`src/rtl/vga_term_ctrl_if.sv`:
```
// Character-input, clear-request and video-RAM write bundle of the terminal controller.
// The host side drives characters; the controller side drives VRAM writes and status.
interface vga_term_ctrl_if;
   logic [6:0] char_in;
   logic       char_valid;
   logic       char_ready;
   logic       clr_req;
   logic [9:0] vram_addr;
   logic [5:0] vram_data;
   logic       vram_we;
   logic [4:0] top_row;
   logic [5:0] cur_col;
   logic [4:0] cur_row;
   logic       cursor_on;
   logic       busy;

   modport master (
      output char_in, char_valid, clr_req,
      input  char_ready, vram_addr, vram_data, vram_we,
             top_row, cur_col, cur_row, cursor_on, busy
   );

   modport slave (
      input  char_in, char_valid, clr_req,
      output char_ready, vram_addr, vram_data, vram_we,
             top_row, cur_col, cur_row, cursor_on, busy
   );
endinterface

```
`src/rtl/vga_term_ctrl.sv`:
```
// Text terminal controller: turns an ASCII stream into VRAM cell writes with
// wrap, newline, hardware scrolling via a top-row offset, screen clear and cursor blink.
module vga_term_ctrl #(
   parameter int unsigned COLS      = 40,
   parameter int unsigned ROWS      = 24,
   parameter int unsigned BLINK_DIV = 12500000
) (
   input logic           clk,
   input logic           rst_n,
   vga_term_ctrl_if.slave term_io
);
   localparam int unsigned CELLS = COLS * ROWS;
   localparam int unsigned CNT_W = $clog2(CELLS + 1);
   localparam int unsigned BLK_W = (BLINK_DIV > 1) ? $clog2(BLINK_DIV) : 1;
   localparam logic [5:0]  SPACE = 6'b100000;

   typedef enum logic [2:0] {CLEAR, IDLE, WRITE, NEWLINE, SCROLL_CLR} state_e;

   state_e           state_q;
   logic [CNT_W-1:0] cnt_q;
   logic [4:0]       top_row_q;
   logic [4:0]       cur_row_q;
   logic [5:0]       cur_col_q;
   logic [9:0]       addr_q;
   logic [5:0]       data_q;
   logic             we_q;
   logic             ready_q;
   logic             busy_q;
   logic             cursor_q;
   logic             pend_q;
   logic [BLK_W-1:0] blink_q;

   logic [5:0] row_sum_c;
   logic [4:0] phys_row_c;
   logic [9:0] cell_addr_c;
   logic [9:0] row_base_c;
   logic [4:0] top_row_d;
   logic       clr_c;
   logic       accept_c;
   logic       printable_c;
   logic       ready_d;

   // Cursor cell address in the scrolled VRAM, plus the row freed by a scroll.
   always_comb begin
      row_sum_c   = 6'(top_row_q) + 6'(cur_row_q);
      phys_row_c  = (row_sum_c >= 6'(ROWS)) ? 5'(row_sum_c - 6'(ROWS)) : 5'(row_sum_c);
      cell_addr_c = 10'(32'(phys_row_c) * COLS + 32'(cur_col_q));
      row_base_c  = 10'(32'(top_row_q) * COLS);
      top_row_d   = (top_row_q == 5'(ROWS - 1)) ? 5'd0 : top_row_q + 5'd1;
      clr_c       = term_io.clr_req | pend_q;
      accept_c    = (state_q == IDLE) & ready_q & term_io.char_valid & ~clr_c;
      printable_c = term_io.char_in[6] | term_io.char_in[5];
      ready_d     = ~clr_c;
   end

   always_ff @(posedge clk or negedge rst_n) begin
      if (!rst_n) begin
         state_q   <= CLEAR;
         cnt_q     <= '0;
         top_row_q <= '0;
         cur_row_q <= '0;
         cur_col_q <= '0;
         addr_q    <= '0;
         data_q    <= SPACE;
         we_q      <= 1'b0;
         ready_q   <= 1'b0;
         busy_q    <= 1'b1;
         cursor_q  <= 1'b1;
         blink_q   <= '0;
         pend_q    <= 1'b0;
      end else begin
         we_q   <= 1'b0;
         pend_q <= pend_q | term_io.clr_req;

         // Blink runs freely but restarts in the visible phase on every accepted character.
         if (accept_c) begin
            cursor_q <= 1'b1;
            blink_q  <= '0;
         end else if (blink_q == BLK_W'(BLINK_DIV - 1)) begin
            cursor_q <= ~cursor_q;
            blink_q  <= '0;
         end else begin
            blink_q  <= blink_q + BLK_W'(1);
         end

         case (state_q)
            CLEAR: begin
               if (cnt_q == CNT_W'(CELLS)) begin
                  state_q   <= IDLE;
                  top_row_q <= '0;
                  cur_row_q <= '0;
                  cur_col_q <= '0;
                  ready_q   <= ready_d;
                  busy_q    <= 1'b0;
               end else begin
                  we_q   <= 1'b1;
                  addr_q <= 10'(cnt_q);
                  data_q <= SPACE;
                  cnt_q  <= cnt_q + CNT_W'(1);
               end
            end
            IDLE: begin
               if (clr_c) begin
                  state_q <= CLEAR;
                  cnt_q   <= '0;
                  pend_q  <= 1'b0;
                  ready_q <= 1'b0;
                  busy_q  <= 1'b1;
               end else if (accept_c) begin
                  if (printable_c) begin
                     state_q <= WRITE;
                     we_q    <= 1'b1;
                     addr_q  <= cell_addr_c;
                     data_q  <= {~term_io.char_in[6], term_io.char_in[4:0]};
                     ready_q <= 1'b0;
                     busy_q  <= 1'b1;
                  end else if (term_io.char_in == 7'h0D) begin
                     state_q <= NEWLINE;
                     ready_q <= 1'b0;
                     busy_q  <= 1'b1;
                  end
               end
            end
            WRITE: begin
               // The last column stays put; NEWLINE returns it to zero.
               if (cur_col_q == 6'(COLS - 1)) begin
                  state_q <= NEWLINE;
               end else begin
                  cur_col_q <= cur_col_q + 6'd1;
                  state_q   <= IDLE;
                  ready_q   <= ready_d;
                  busy_q    <= 1'b0;
               end
            end
            NEWLINE: begin
               cur_col_q <= '0;
               if (cur_row_q != 5'(ROWS - 1)) begin
                  cur_row_q <= cur_row_q + 5'd1;
                  state_q   <= IDLE;
                  ready_q   <= ready_d;
                  busy_q    <= 1'b0;
               end else begin
                  // Old top physical row becomes the new bottom row and is blanked.
                  top_row_q <= top_row_d;
                  state_q   <= SCROLL_CLR;
                  we_q      <= 1'b1;
                  addr_q    <= row_base_c;
                  data_q    <= SPACE;
                  cnt_q     <= CNT_W'(1);
               end
            end
            SCROLL_CLR: begin
               if (cnt_q == CNT_W'(COLS)) begin
                  state_q <= IDLE;
                  ready_q <= ready_d;
                  busy_q  <= 1'b0;
               end else begin
                  we_q   <= 1'b1;
                  addr_q <= addr_q + 10'd1;
                  data_q <= SPACE;
                  cnt_q  <= cnt_q + CNT_W'(1);
               end
            end
            default: state_q <= CLEAR;
         endcase
      end
   end

   assign term_io.char_ready = ready_q;
   assign term_io.vram_addr  = addr_q;
   assign term_io.vram_data  = data_q;
   assign term_io.vram_we    = we_q;
   assign term_io.top_row    = top_row_q;
   assign term_io.cur_col    = cur_col_q;
   assign term_io.cur_row    = cur_row_q;
   assign term_io.cursor_on  = cursor_q;
   assign term_io.busy       = busy_q;
endmodule

```
`src/flat_wrapper.sv`:
```
// flat-port wrapper written by rule: the top's interface ports become plain ports
module vga_term_ctrl_flat 
#(
   parameter int unsigned COLS      = 40,
   parameter int unsigned ROWS      = 24,
   parameter int unsigned BLINK_DIV = 12500000
)
  (clk, rst_n, term_io_char_in, term_io_char_valid, term_io_clr_req, term_io_char_ready, term_io_vram_addr, term_io_vram_data, term_io_vram_we, term_io_top_row, term_io_cur_col, term_io_cur_row, term_io_cursor_on, term_io_busy);
  vga_term_ctrl_if term_io_i ();
  input logic clk;
  input logic rst_n;
  input wire logic [$bits(term_io_i.char_in)-1:0] term_io_char_in;
  input wire logic [$bits(term_io_i.char_valid)-1:0] term_io_char_valid;
  input wire logic [$bits(term_io_i.clr_req)-1:0] term_io_clr_req;
  output wire logic [$bits(term_io_i.char_ready)-1:0] term_io_char_ready;
  output wire logic [$bits(term_io_i.vram_addr)-1:0] term_io_vram_addr;
  output wire logic [$bits(term_io_i.vram_data)-1:0] term_io_vram_data;
  output wire logic [$bits(term_io_i.vram_we)-1:0] term_io_vram_we;
  output wire logic [$bits(term_io_i.top_row)-1:0] term_io_top_row;
  output wire logic [$bits(term_io_i.cur_col)-1:0] term_io_cur_col;
  output wire logic [$bits(term_io_i.cur_row)-1:0] term_io_cur_row;
  output wire logic [$bits(term_io_i.cursor_on)-1:0] term_io_cursor_on;
  output wire logic [$bits(term_io_i.busy)-1:0] term_io_busy;
  assign term_io_i.char_in = term_io_char_in;
  assign term_io_i.char_valid = term_io_char_valid;
  assign term_io_i.clr_req = term_io_clr_req;
  assign term_io_char_ready = term_io_i.char_ready;
  assign term_io_vram_addr = term_io_i.vram_addr;
  assign term_io_vram_data = term_io_i.vram_data;
  assign term_io_vram_we = term_io_i.vram_we;
  assign term_io_top_row = term_io_i.top_row;
  assign term_io_cur_col = term_io_i.cur_col;
  assign term_io_cur_row = term_io_i.cur_row;
  assign term_io_cursor_on = term_io_i.cursor_on;
  assign term_io_busy = term_io_i.busy;
  vga_term_ctrl #(.COLS(COLS), .ROWS(ROWS), .BLINK_DIV(BLINK_DIV)) u_core (.clk(clk), .rst_n(rst_n), .term_io(term_io_i));
endmodule
```
`config.mk`:
```
export PLATFORM = sky130hd
export DESIGN_NAME = vga_term_ctrl_flat
export DESIGN_NICKNAME = d
export VERILOG_FILES = /design/src/rtl/vga_term_ctrl_if.sv /design/src/rtl/vga_term_ctrl.sv /design/src/flat_wrapper.sv
export SDC_FILE = /design/constraint.sdc
export NUM_CORES = 1
export LEC_CHECK = 0
export ABC_AREA = 1
export CORE_MARGIN = 5
export CORE_UTILIZATION = 35
export DETAILED_ROUTE_END_ITERATION = 16
export PLACE_DENSITY = 0.54
export SETUP_SLACK_MARGIN = 0.5
export SLEW_MARGIN = 30
export SYNTH_ARGS = -nofsm -noshare
export SYNTH_HDL_FRONTEND = slang
export SYNTH_SLANG_ARGS = --single-unit
```
`constraint.sdc`:
```
create_clock -name clk -period 9 [get_ports clk]
set_input_delay 1.8 -clock clk [delete_from_list [all_inputs] [get_ports clk]]
set_output_delay 1.8 -clock clk [all_outputs]
set_load 0.01 [all_outputs]
```
==> reports/metrics.cfg <==
[timing]
rsz0062_at_grt=false
setup_tns_ps=0
setup_ws_ps=5340
period_share=0.407
setup_viol=0
final_hold_viol_count=0
whs_ps=466
maxSlewHeadroom=0.428
fin_crit_ps=3660
worstMarginPinSlew_ps=855
max_freq_ghz=0.273
drv_slew=0
finalClockSkew_ps=7.87

[setup_path]
cp_slowest_cell=dfrtp_1
cp.arrival_ps=3900
critPathTopFamily=adder cells
required_ps=9230
cp_max_fo=6
cp_common_cell=nand2_1
startpoint_type=register
critPathCaptureType=register
path_class=register to register
crit_chain=ha_1 -> fa_1 -> nand3_1 -> nand2_1 -> nand2_1 -> nand2_1 -> nand2_1 -> o211a_1 -> ha_1 -> ha_1 -> inv_1 -> fa_1 -> or2_2 -> nor2_1 -> nand3_1 -> nand3_1 -> nand2_1 -> nand2_1 -> nand2_1
slowest_delay_ps=450
cp_num_buf_inv=1

[clock_network]
numCtsBuffers=9
cts_root_buf=clkbuf_16
cts_resized=0
worstSkewPairLatency_ps=340
clockBufferDepth=2
holdBufCountCts=0
clk_pin_slew_worst_paths_ps=60
cts_tree=done
numClockSinks=74
htreeDepth=3
post-cts-setup-buffers=0

[synthesis]
synth_ff_type=dfrtp_1
synth_cell_types=51
async_reset_ff_frac=1.00
synth_area_leaders=dfrtp_1 36%, nand2_1 9.4%, ha_1 6.9%
ys_ff_latch=74
yosys.area.top_type_share=0.362
synth.most_common_cell=nand2_1
post-synth-top-area-cell=dfrtp_1
synth_simple_gate_area_share=0.287
synth_compound_area_frac=0.137
synth_warnings=0
netlist_area_mm2=0.00491
seq_area_frac_synth=0.378
synth_nets=678
synth_top_family_by_area=simple AND/OR/NAND/NOR gates
synth_mux_area_frac=0
synth.avg_cell_area_um2=7.71
synthTopCellsByCount=123 x nand2_1, 87 x inv_1, 71 x dfrtp_1, 60 x nand3_1, 56 x nor2_1
syn_inst=636
synth-xor-area-share=0.0286
synth-edff-count=0
synthAdderAreaFrac=0.0852

[hold_path]
hp-class=register to register

[cells_and_area]
drive_gt1_frac=0.0696
antenna_cells=0
fillers=1391
finalNetCount=727
syn_to_final_growth_pct=19.8
final_cells=870
multiInputGateArea_mm2=0.00264
seqCellArea_mm2=0.00186
utilization=0.425

[routing]
drc=0
via_count=4449
avgRoutedWirePerCell_um=14.8
wl_mm=12.9
postRouteAntennaNets=0
drt_iter0_drc=310
vias_per_cell=5.11
dr.pass1.iters=5

[global_route]
grt_max_degree=75
grt_pass1_wl_mm=21.6
grt_pass1_vias=4277
grt_overflow_total=0
gr-usage-all-layers=0.165
antenna_found_initial=0

[run_status]
status=finished clean

[job]
maxCapViolCount=0

[placement]
placed_cells=854
gp_congestion=0.864
hpwl_mm=9.71
place_ws_ps=5280
port_buffers=46

[die]
pin_count=47
core_area_mm2=0.0138
rows=43
die-area_mm2=0.0165
start_util=0.355
die-width_um=128
die_h_um=128

[pwr]
p_per_area_mw_per_mm2=209
ir_drop_v=0.0000849
p_leak_uw=0.00273

## through the flow
stage               cell area (um2)  power (uW)
floorplan                      4910         681
global placement               5520         798
detailed placement             5530         800
CTS                            5880        1240
global route                   5880        1310
finish                         5880        1230
## placed cells by master (no fill, tap or decap), types with 3 or more instances in the layout
master	count
clkdlybuf4s50_1	45
nor2_2	5
inv_1	87
nand2_1	123
o21ai_1	4
a21oi_1	30
dfstp_2	3
fa_1	4
nor3_1	16
dfrtp_1	71
nor2_1	56
o21ai_0	53
or2_2	5
inv_2	3
bufinv_16	3
xor2_1	14
o21ai_2	3
nor4_1	7
ha_1	27
nand4_1	14
a31oi_1	3
nand3_1	60
clkbuf_16	9
## power breakdown
| group | switching (uW) | internal (uW) |
|---|---|---|
| Combinational | 197 | 132 |
| Clock | 148 | 286 |
| Sequential | 67.5 | 397 |
| Total | 413 | 816 |
## registers in the layout, summed over array words and instances, names as in the netlist
register                   count
u_core.blink_q                24
u_core.cnt_q                  10
u_core.term_io.vram_addr      10
u_core.term_io.cur_col         6
u_core.term_io.vram_data       6
u_core.term_io.cur_row         5
u_core.term_io.top_row         5
u_core.state_q                 3
u_core.pend_q                  1
u_core.term_io.busy            1
u_core.term_io.char_ready      1
u_core.term_io.cursor_on       1
u_core.term_io.vram_we         1
## kinds of logic after synthesis
group | Yosys count
compound gates | 116
simple gates | 300
buf+inv | 99
flops | 74
fa+ha+maj | 31
xor+xnor | 16
## worst paths after layout
check / startpoint / endpoint / slack, ps / cells past startpoint
max: u_core.term_io.top_row[0] / u_core.term_io.vram_addr[9] / 5340 / 19
min: u_core.blink_q[0] / u_core.blink_q[0] / 470 / 1
max reg2reg: u_core.term_io.top_row[0] / u_core.term_io.vram_addr[9] / 5340 / 19
min reg2reg: u_core.blink_q[0] / u_core.blink_q[0] / 470 / 1
max in group asynchronous: rst_n / u_core.term_io.vram_addr[2] / 7030 / 1
min in group asynchronous: rst_n / u_core.blink_q[11] / 1480 / 1
## final cells by class
class / count / share of cell area
multi-input combinational: 463 / 0.449
timing repair buffer: 46 / 0.0785
clock inverter: 4 / 0.0166
tap: 180 / 0.0383
inverter: 91 / 0.0585
clock buffer: 12 / 0.0436
sequential: 74 / 0.316
## layer usage
metal / track usage / part of all wire / up-vias
met5: 0 / 0 / -
met4: 0.0624 / 0.019 / 0
met3: 0.0307 / 0.044 / 17
met2: 0.257 / 0.45 / 101
met1: 0.228 / 0.48 / 2099
li1: - / - / 2232
No activity file was read; power rests on OpenSTA's default activity.
